$ cat src/rtl/fetch_unit.sv
`default_nettype none
// ============================================================================
// fetch_unit : owns the fetch PC, issues 1-cycle-latency imem reads, queues
//              returned words in order for dispatch, handles redirect and HLT.
// Revision   : 1.0
// ============================================================================
module fetch_unit #(
    parameter int unsigned QUEUE_DEPTH = 4,
    parameter logic [63:0] RESET_PC    = 64'h0
) (
    input  logic        in_clk,
    input  logic        in_rst_n,
    input  logic        in_stall,
    input  logic        in_redirect,
    input  logic [63:0] in_redirect_pc,
    output logic        out_imem_req,
    output logic [63:0] out_imem_addr,
    input  logic [31:0] in_imem_rdata,
    output logic [31:0] out_insnbits,
    output logic [63:0] out_pc,
    output logic        out_fetch_done,
    output logic        out_halted
);

    localparam int PTR_W = $clog2(QUEUE_DEPTH);
    localparam int CNT_W = PTR_W + 1;

    typedef enum logic {
        ST_RUN    = 1'b0,
        ST_HALTED = 1'b1
    } state_t;

    state_t             state_q, state_d;
    logic [63:0]        fetch_pc_q, fetch_pc_d;
    logic               inflight_q, inflight_d;
    logic [63:0]        inflight_pc_q, inflight_pc_d;
    logic [PTR_W-1:0]   head_q, tail_q;
    logic [CNT_W-1:0]   count_q;
    logic [31:0]        insn_mem_q [QUEUE_DEPTH];
    logic [63:0]        pc_mem_q   [QUEUE_DEPTH];

    logic               w_push;
    logic               w_pop;
    logic               w_hlt;
    logic               w_req;
    logic               w_not_empty;
    logic [CNT_W:0]     w_occupancy;

    assign w_not_empty = (count_q != '0);
    assign w_push      = inflight_q && !in_redirect;
    assign w_pop       = w_not_empty && !in_stall && !in_redirect;
    assign w_hlt       = w_push && (in_imem_rdata[31:21] == 11'b110_1010_0010)
                                && (in_imem_rdata[4:0] == 5'b0_0000);

    // Counting the inflight word reserves its slot, so the queue never overflows.
    assign w_occupancy = {1'b0, count_q} + {{CNT_W{1'b0}}, inflight_q};
    assign w_req       = in_rst_n && (state_q == ST_RUN) && !in_redirect && !w_hlt
                         && (w_occupancy < (CNT_W+1)'(QUEUE_DEPTH));

    always_comb begin
        state_d       = state_q;
        fetch_pc_d    = fetch_pc_q;
        inflight_d    = w_req;
        inflight_pc_d = inflight_pc_q;
        if (in_redirect) begin
            state_d    = ST_RUN;
            fetch_pc_d = in_redirect_pc & ~64'h3;
            inflight_d = 1'b0;
        end else begin
            if (w_hlt) begin
                state_d = ST_HALTED;
            end
            if (w_req) begin
                fetch_pc_d    = fetch_pc_q + 64'd4;
                inflight_pc_d = fetch_pc_q;
            end
        end
    end

    always_ff @(posedge in_clk or negedge in_rst_n) begin
        if (!in_rst_n) begin
            state_q       <= ST_RUN;
            fetch_pc_q    <= RESET_PC;
            inflight_q    <= 1'b0;
            inflight_pc_q <= 64'h0;
        end else begin
            state_q       <= state_d;
            fetch_pc_q    <= fetch_pc_d;
            inflight_q    <= inflight_d;
            inflight_pc_q <= inflight_pc_d;
        end
    end

    always_ff @(posedge in_clk or negedge in_rst_n) begin
        if (!in_rst_n) begin
            head_q  <= '0;
            tail_q  <= '0;
            count_q <= '0;
        end else if (in_redirect) begin
            head_q  <= '0;
            tail_q  <= '0;
            count_q <= '0;
        end else begin
            if (w_push) begin
                tail_q <= tail_q + PTR_W'(1);
            end
            if (w_pop) begin
                head_q <= head_q + PTR_W'(1);
            end
            case ({w_push, w_pop})
                2'b10:   count_q <= count_q + CNT_W'(1);
                2'b01:   count_q <= count_q - CNT_W'(1);
                default: count_q <= count_q;
            endcase
        end
    end

    always_ff @(posedge in_clk) begin
        if (w_push) begin
            insn_mem_q[tail_q] <= in_imem_rdata;
            pc_mem_q[tail_q]   <= inflight_pc_q;
        end
    end

    assign out_imem_req   = w_req;
    assign out_imem_addr  = in_rst_n ? fetch_pc_q : 64'h0;
    assign out_fetch_done = w_not_empty;
    assign out_insnbits   = w_not_empty ? insn_mem_q[head_q] : 32'h0;
    assign out_pc         = w_not_empty ? pc_mem_q[head_q]   : 64'h0;
    assign out_halted     = (state_q == ST_HALTED) && !w_not_empty && !inflight_q;

endmodule
`default_nettype wire
$ cat config.mk
export PLATFORM = sky130hd
export DESIGN_NAME = fetch_unit
export DESIGN_NICKNAME = d
export VERILOG_FILES = /design/src/rtl/fetch_unit.sv
export SDC_FILE = /design/constraint.sdc
export NUM_CORES = 1
export LEC_CHECK = 0
export ABC_CLOCK_PERIOD_IN_PS = 4600
export BUFFER_PORTS_ARGS = -buffer_cell sky130_fd_sc_hd__buf_2
export CORE_ASPECT_RATIO = 0.9
export CORE_UTILIZATION = 56
export CTS_BUF_LIST = sky130_fd_sc_hd__clkbuf_16
export CTS_CLUSTER_SIZE = 10
export DETAILED_ROUTE_END_ITERATION = 8
export GPL_TIMING_DRIVEN = 1
export HOLD_SLACK_MARGIN = 0.03
export PLACE_DENSITY_LB_ADDON = 0.08
export SYNTH_ARGS = -nofsm -noshare
export SYNTH_HDL_FRONTEND = slang
export SYNTH_SLANG_ARGS = --single-unit
$ cat constraint.sdc
create_clock -name in_clk -period 4.6 [get_ports in_clk]
set_input_delay 0.46 -clock in_clk [delete_from_list [all_inputs] [get_ports in_clk]]
set_output_delay 0.46 -clock in_clk [all_outputs]
set_load 0.005 [all_outputs]
# --- After elaboration in Yosys (flattened, before gate mapping) ---
# Memories as Yosys holds them, arrays and structs flattened.
# Index checks and enable logic that the tools add are counted.
totals:
  out_inout_bits: 163
  word_cells: 61
  memories: 2
  ramBits: 384
  inputBits: 100
  register_bits: 137
memory_table:
  columns: ["name", "words", "word_bits", "read_ports", "rd_clocked_by_memory_dff", "wr", "line_no", "source"]
  rows:
  - ["pc_mem_q", 4, 64, 1, 0, 1, "40", "logic [63:0] pc_mem_q [QUEUE_DEPTH];"]
  - ["insn_mem_q", 4, 32, 1, 0, 1, "39", "logic [31:0] insn_mem_q [QUEUE_DEPTH];"]
classes:
  n_eq_ne: 3
  mux: 16
  n_addsub: 6
  order_cmp: 1
  reduce_logical: 24
  bitwise_logic: 2
op_table:
  columns: ["operator", "n"]
  rows:
  - ["2-to-1 mux 64 bit", 4]
  - ["adder 64 x 3 -> 64 bit (second input constant)", 1]
  - ["2-to-1 mux 32 bit", 1]
  - ["equality test 11 bit (second input constant)", 1]
  - ["logical AND 1 bit", 11]
  - ["2-to-1 mux 2 bit", 4]
  - ["nonzero test 2 bit", 4]
  - ["one-hot mux 3 bit (2 select lines)", 1]
  - ["nonzero test 3 bit", 2]
  - ["logical NOT 1 bit", 5]
  - ["logical NOT 5 bit", 1]
  - ["2-to-1 mux 1 bit", 5]
  - ["adder 2 x 1 -> 2 bit (second input constant)", 2]
  - ["adder 3 x 1 -> 4 bit", 1]
  - ["less-than comparator 4 x 3 -> 1 bit (second input constant)", 1]
  - ["adder 3 x 1 -> 3 bit (second input constant)", 1]
  - ["2-to-1 mux 3 bit", 1]
  - ["subtractor 3 x 1 -> 3 bit (second input constant)", 1]
  - ["equality test 2 x 1 -> 1 bit (second input constant)", 1]
  - ["equality test 2 bit (second input constant)", 1]
  - ["NOT 1 bit", 2]
  - ["AND reduction 2 bit", 1]

# --- Depth between registers and ports, before layout ---
logic_depth:
  depth_word: 9
  ltp_mapped: 10
  mapped_depth_nobuf: 8

# --- Worst setup path after synthesis ---
# Ideal clock, no wire load.
synth_timing:
  path_kind: "flip-flop to flip-flop"
  from: "register inflight_q"
  to: "memory insn_mem_q[0][0] (enable)"
  t_arrival_ps: 2920
  setup_ps: 463
  path_buffers: 1
  required_ps: 4137
  path_stages_with_launch: 4
  setup_slack_ps: 1217
  path_cell_list: "dfrtp_1 buf_2 nor2b_1 and2_1"
synth_between:
  elab_chain_len: 3
synth_rtl:
  columns: ["item", "line_no", "source"]
  rows:
  - ["start, declared", "35", "logic inflight_q, inflight_d;"]
  - ["start signal, assigned", "89", "inflight_q <= inflight_d;"]
  - ["logical AND 1 bit", "50", "assign w_push = inflight_q && !in_redirect;"]
  - ["2-to-1 mux 1 bit", "119", "if (w_push) begin"]
  - ["2-to-1 mux 1 bit (not written as such)", "120", "insn_mem_q[tail_q] <= in_imem_rdata;"]
  - ["end, declared", "39", null]
# No other way between the ends.

# --- Final worst setup path ---
layout_timing:
  from: "input port in_rst_n"
  to: "output port out_imem_req"
layout_between:
  elab_chain_len: 4
layout_rtl:
  columns: ["item", "line_no", "source"]
  rows:
  - ["start, declared", "12", "input logic in_rst_n,"]
  - ["logical AND 1 bit (3 in series)", "57", "assign w_req = in_rst_n && (state_q == ST_RUN) && !in_redirect && !w_hlt"]
  - ["logical AND 1 bit", "58", "&& (w_occupancy < (CNT_W+1)'(QUEUE_DEPTH));"]
  - ["end, declared", "16", "output logic out_imem_req,"]
# No other way between the ends.

==> results <==
- The flow ran to the end, and the final reports show no timing, DRC or antenna violations.
- The arithmetic-cell share of the synthesized area counting full adders, half adders and majority gates is 0.00385.
- The largest family of logic cells by synthesized area is simple AND/OR/NAND/NOR gates.
- The area fraction in compound gates after synthesis is 0.0419.
- At the pin with the least slew margin, the transition time is roughly 1.1 ns.
- Ranked by instance count, the synthesized netlist is headed by edfxtp_1 (376), nand2_1 (266), and2_1 (174).
- The core box area is 37500 um2.
- The number of CTS-inserted buffers is 56.
- STA puts the critical path data required time at about 4.1 ns.
- The count of pins on the block boundary is 263.
- The tightest hold margin is between 0.08 and 0.09 ns.
- The share of synthesized area spent on multiplexers is 0.102.
- The TritonCTS clock tree is built.
- The number of H-tree levels is 2.
- The most used flip-flop cell after synthesis is edfxtp_1.
- The total iterations of the first detailed-routing run is 5.
- The startpoint of the worst-slack reg-to-reg timing path is inflight_q.
- The endpoint arrival time on the critical path is ~3.2 ns.
- The share of total power dissipated in combinational logic is 0.231.
- The number of nets at the end of the flow is 1844.
- The routed wire length per instance is ~23 um.
- The top achievable clock speed is roughly 280 MHz.
- The number of setup buffers added after CTS is 0.
- The remaining design rule violation count is 0.
- The number of enable-type register cells in the synthesized netlist is 376.
- Of the total synthesized cell area, the portion taken by XOR and XNOR cells is 0.00286.
- The top-area cell type share of the netlist area is 0.526.
- The power density over the cells is 528 nW/um2.
- The path with the worst hold slack has its endpoint at tail_q[0].
- The path class of the tightest hold or removal check is primary input to flop.
- For this design, the sink count on the clock tree is 509.
- After the first detailed-routing iteration, the DRC count stood at approximately 940.
- The distinct cell type count of the synthesized netlist is 61.
- In this run the power spent charging and discharging nets is 3.85 mW.
- The horizontal extent of the die is approximately 210 um.
- The reg2reg setup slack is 1.37 ns.
- The global-route wire length before repair is 78700 um.
- The critical path class is primary input to output pin.
- The average instance in the mapped netlist occupies 14.3 um2.
- The combined area of all synthesized cells is between 20000 and 25000 um2.
- Of the total synthesized cell area, the portion taken by AND, OR, NAND and NOR gates is 0.147.
- Measured in cells, the most critical reg-to-reg path has a length of 7.
- The setup-violating endpoint count in the final report is 0.
- The biggest area contributor in the post-synthesis netlist is edfxtp_1.
- The worst hold path depth is 2.
- The number of violations of the max-capacitance limit is 0.
- The final number of hold-violating endpoints came to 0.
- The initial antenna violation count is 0.
- The kind of start point of the critical path is a primary input.
- The final count of pins violating max slew is 0.
- The routed via count is 13400.
- VDD sags by at most around 0.31 mV.
- The number of global-route vias before repair is 13400.
- After detailed routing, the total wire length is 51200 um.
- The number of warnings printed during yosys synthesis is 0.
- The register bit count reported by yosys is 509.
- The fraction of final layout cells with drive strength greater than 1 is 0.249.
- Counting the fill cells in the layout gives 2751.
- Of the synthesized area, sequential elements account for 0.681.
- Of all flip-flops after synthesis, the portion carrying an async set or reset was 0.261.
- The worst slew slack as a fraction of its limit is 0.275.
- Of the total power, the share spent switching nets is 0.294.
- The number of buffers on the longest clock path is 3.
- In this run the tool buffered the top-level ports with roughly 260 buffer cells.
- The area growth from synthesis to layout is 15.7%.
- The worst setup path is captured at an output pin.
- The pin count of the biggest net entering global routing is 165.
- In this run the most critical hold path is launched from in_redirect.
- For this configuration, the core starts out at a cell density of 0.573.
- The count of nets left with antenna violations once routing finished came out at 0.
- The post-layout minimum cycle time is 3.63 ns.
- The number of placed instances, taps included, is 2162.
- For this run, the total global-route usage over all layers was measured as 0.266.
- The clock transition at the registers of the reported paths is 0.06 ns.
- The number of antenna diodes in the final layout is 0.
- The buffer cell driving the clock tree root is clkbuf_16.
- The floorplan step defined a die boundary enclosing 39100 um2.
- Clock skew on the completed layout was measured at 0.0143 ns.
- The internal power consumption is 9.26 mW.
- The worst register-to-register path ends at fetch_pc_q[11].
- The die height is between 150 and 200 um.
- The number of placement rows is 67.
- The share of the cycle needed by the critical path after routing is 0.790.
- Clock latency on the worst-skew pair, taken at its later pin, is a little under 0.6 ns.
- The cell with the most instances after synthesis is edfxtp_1.
- The synthesized instance count is between 1000 and 1500.
- The placer's final routability congestion estimate is 0.786.
- Setup repair after global routing left no endpoint under its margin.
- The largest fanout on the critical path is 39.
- The leakage power is 9.59 nW.
- The total negative slack for setup checks is 0 ns.
- The remaining global-route overflow is 0.
- The count of non-filler cells in the finished layout is 2267.
- In the post-synthesis netlist, the biggest area contributors are edfxtp_1 (53%), dfrtp_1 (16%), mux4_2 (9.9%).
- The portion of total power attributed to sequential cells is 0.473.
- The post-detailed-placement half-perimeter wirelength is between 30000 and 40000 um.
- Using the TritonRoute via totals, the vias-per-cell ratio works out to 5.93.
- The post-route total power is 13.1 mW.
- The share of power burned in the clock network is 0.296.
==> cells in the final DEF (no fill, tap or decap), types with 16 or more instances in the layout <==
| master | n |
|---|---|
| edfxtp_1 | 376 |
| nand2_1 | 266 |
| buf_2 | 255 |
| and2_1 | 170 |
| dfrtp_1 | 131 |
| mux4_2 | 94 |
| inv_1 | 60 |
| clkbuf_16 | 56 |
| o21ai_0 | 46 |
| nand3_1 | 43 |
| nor2_1 | 37 |
| nand4_1 | 28 |
| o311ai_0 | 25 |
| a21oi_1 | 21 |
| o211ai_1 | 20 |
| nor3_1 | 16 |
==> registers in the layout, summed over array words and instances (netlist names) <==
name	flops
state_q	1
fetch_pc_q	62
inflight_q	1
count_q	3
inflight_pc_q	62
insn_mem_q	128
tail_q	2
pc_mem_q	248
head_q	2
==> timing repair <==
item / CTS / global route
gates resized for setup: 0 / 0
endpoints found under the hold margin: 18 / 0
hold buffers: 1 / 0
==> worst max path at each step <==
stage                startpoint          endpoint  slack [ns]  depth (start not counted)
6_report               in_rst_n      out_imem_req        0.97                          8
4_1_cts                in_rst_n      out_imem_req        0.95                          8
3_3_place_gp   in_imem_rdata[3]    fetch_pc_q[54]        1.33                          8
2_1_floorplan        inflight_q  insn_mem_q[0][0]        1.22                          3
5_1_grt                in_rst_n      out_imem_req        0.79                          8
3_5_place_dp   in_imem_rdata[0]    fetch_pc_q[39]        1.16                          8
==> cell families after synthesis <==
family	count (synthesis)
multiplexers	101
adder cells (fa/ha/maj)	6
AO/OA/AOI/OAI	137
other	1
XOR/XNOR	7
flip-flops	509
AND/OR/NAND/NOR	625
buffers and inverters	112
==> per-layer routing <==
metal | vias to the layer above | GRT usage | wire length [um]
li1 | 6074 | - | -
met1 | 6772 | 0.393 | 22200
met2 | 515 | 0.419 | 24300
met3 | 85 | 0.0377 | 3540
met4 | 0 | 0.0744 | 1210
met5 | - | 0 | 0
==> layout make-up <==
cell class	instances	area, um2	share of cell area
sequential	509	14600	0.589
tap	483	604	0.0243
clock inverter	48	198	0.00796
clock buffer	56	1400	0.0564
multi-input combinational	880	6430	0.259
inverter	17	65.1	0.00262
timing repair buffer	274	1510	0.0609
==> stage by stage <==
| stage | util | instance area, um2 | setup WS [ns] |
|---|---|---|---|
| finish | 0.663 | 24800 | 0.966 |
| global route | 0.663 | 24800 | 0.792 |
| CTS | 0.663 | 24800 | 0.951 |
| detailed placement | 0.620 | 23200 | 1.16 |
| global placement | 0.620 | 23200 | 1.33 |
| floorplan | - | 21500 | 1.22 |
==> power groups by stage <==
| stage | logic [mW] | clock network (mW) | registers, mW |
|---|---|---|---|
| after detailed placement | 3.07 | 0 | 6.29 |
| final | 3.03 | 3.88 | 6.20 |
| after floorplan | 2.01 | 0 | 5.97 |
| after global placement | 3.04 | 0 | 6.25 |
| after global routing | 3.32 | 4.11 | 6.29 |
| after CTS | 3.09 | 3.94 | 6.20 |
==> worst max-delay path, cell delays in order <==
cell           delay [ns]
dlygate4sd3_1        0.54
buf_6                0.27
or4b_1               0.47
a31oi_1              0.27
o21ai_4              0.13
clkinv_2             0.27
buf_4                0.50
buf_2                0.20
Power figures use the tool's default switching activity.
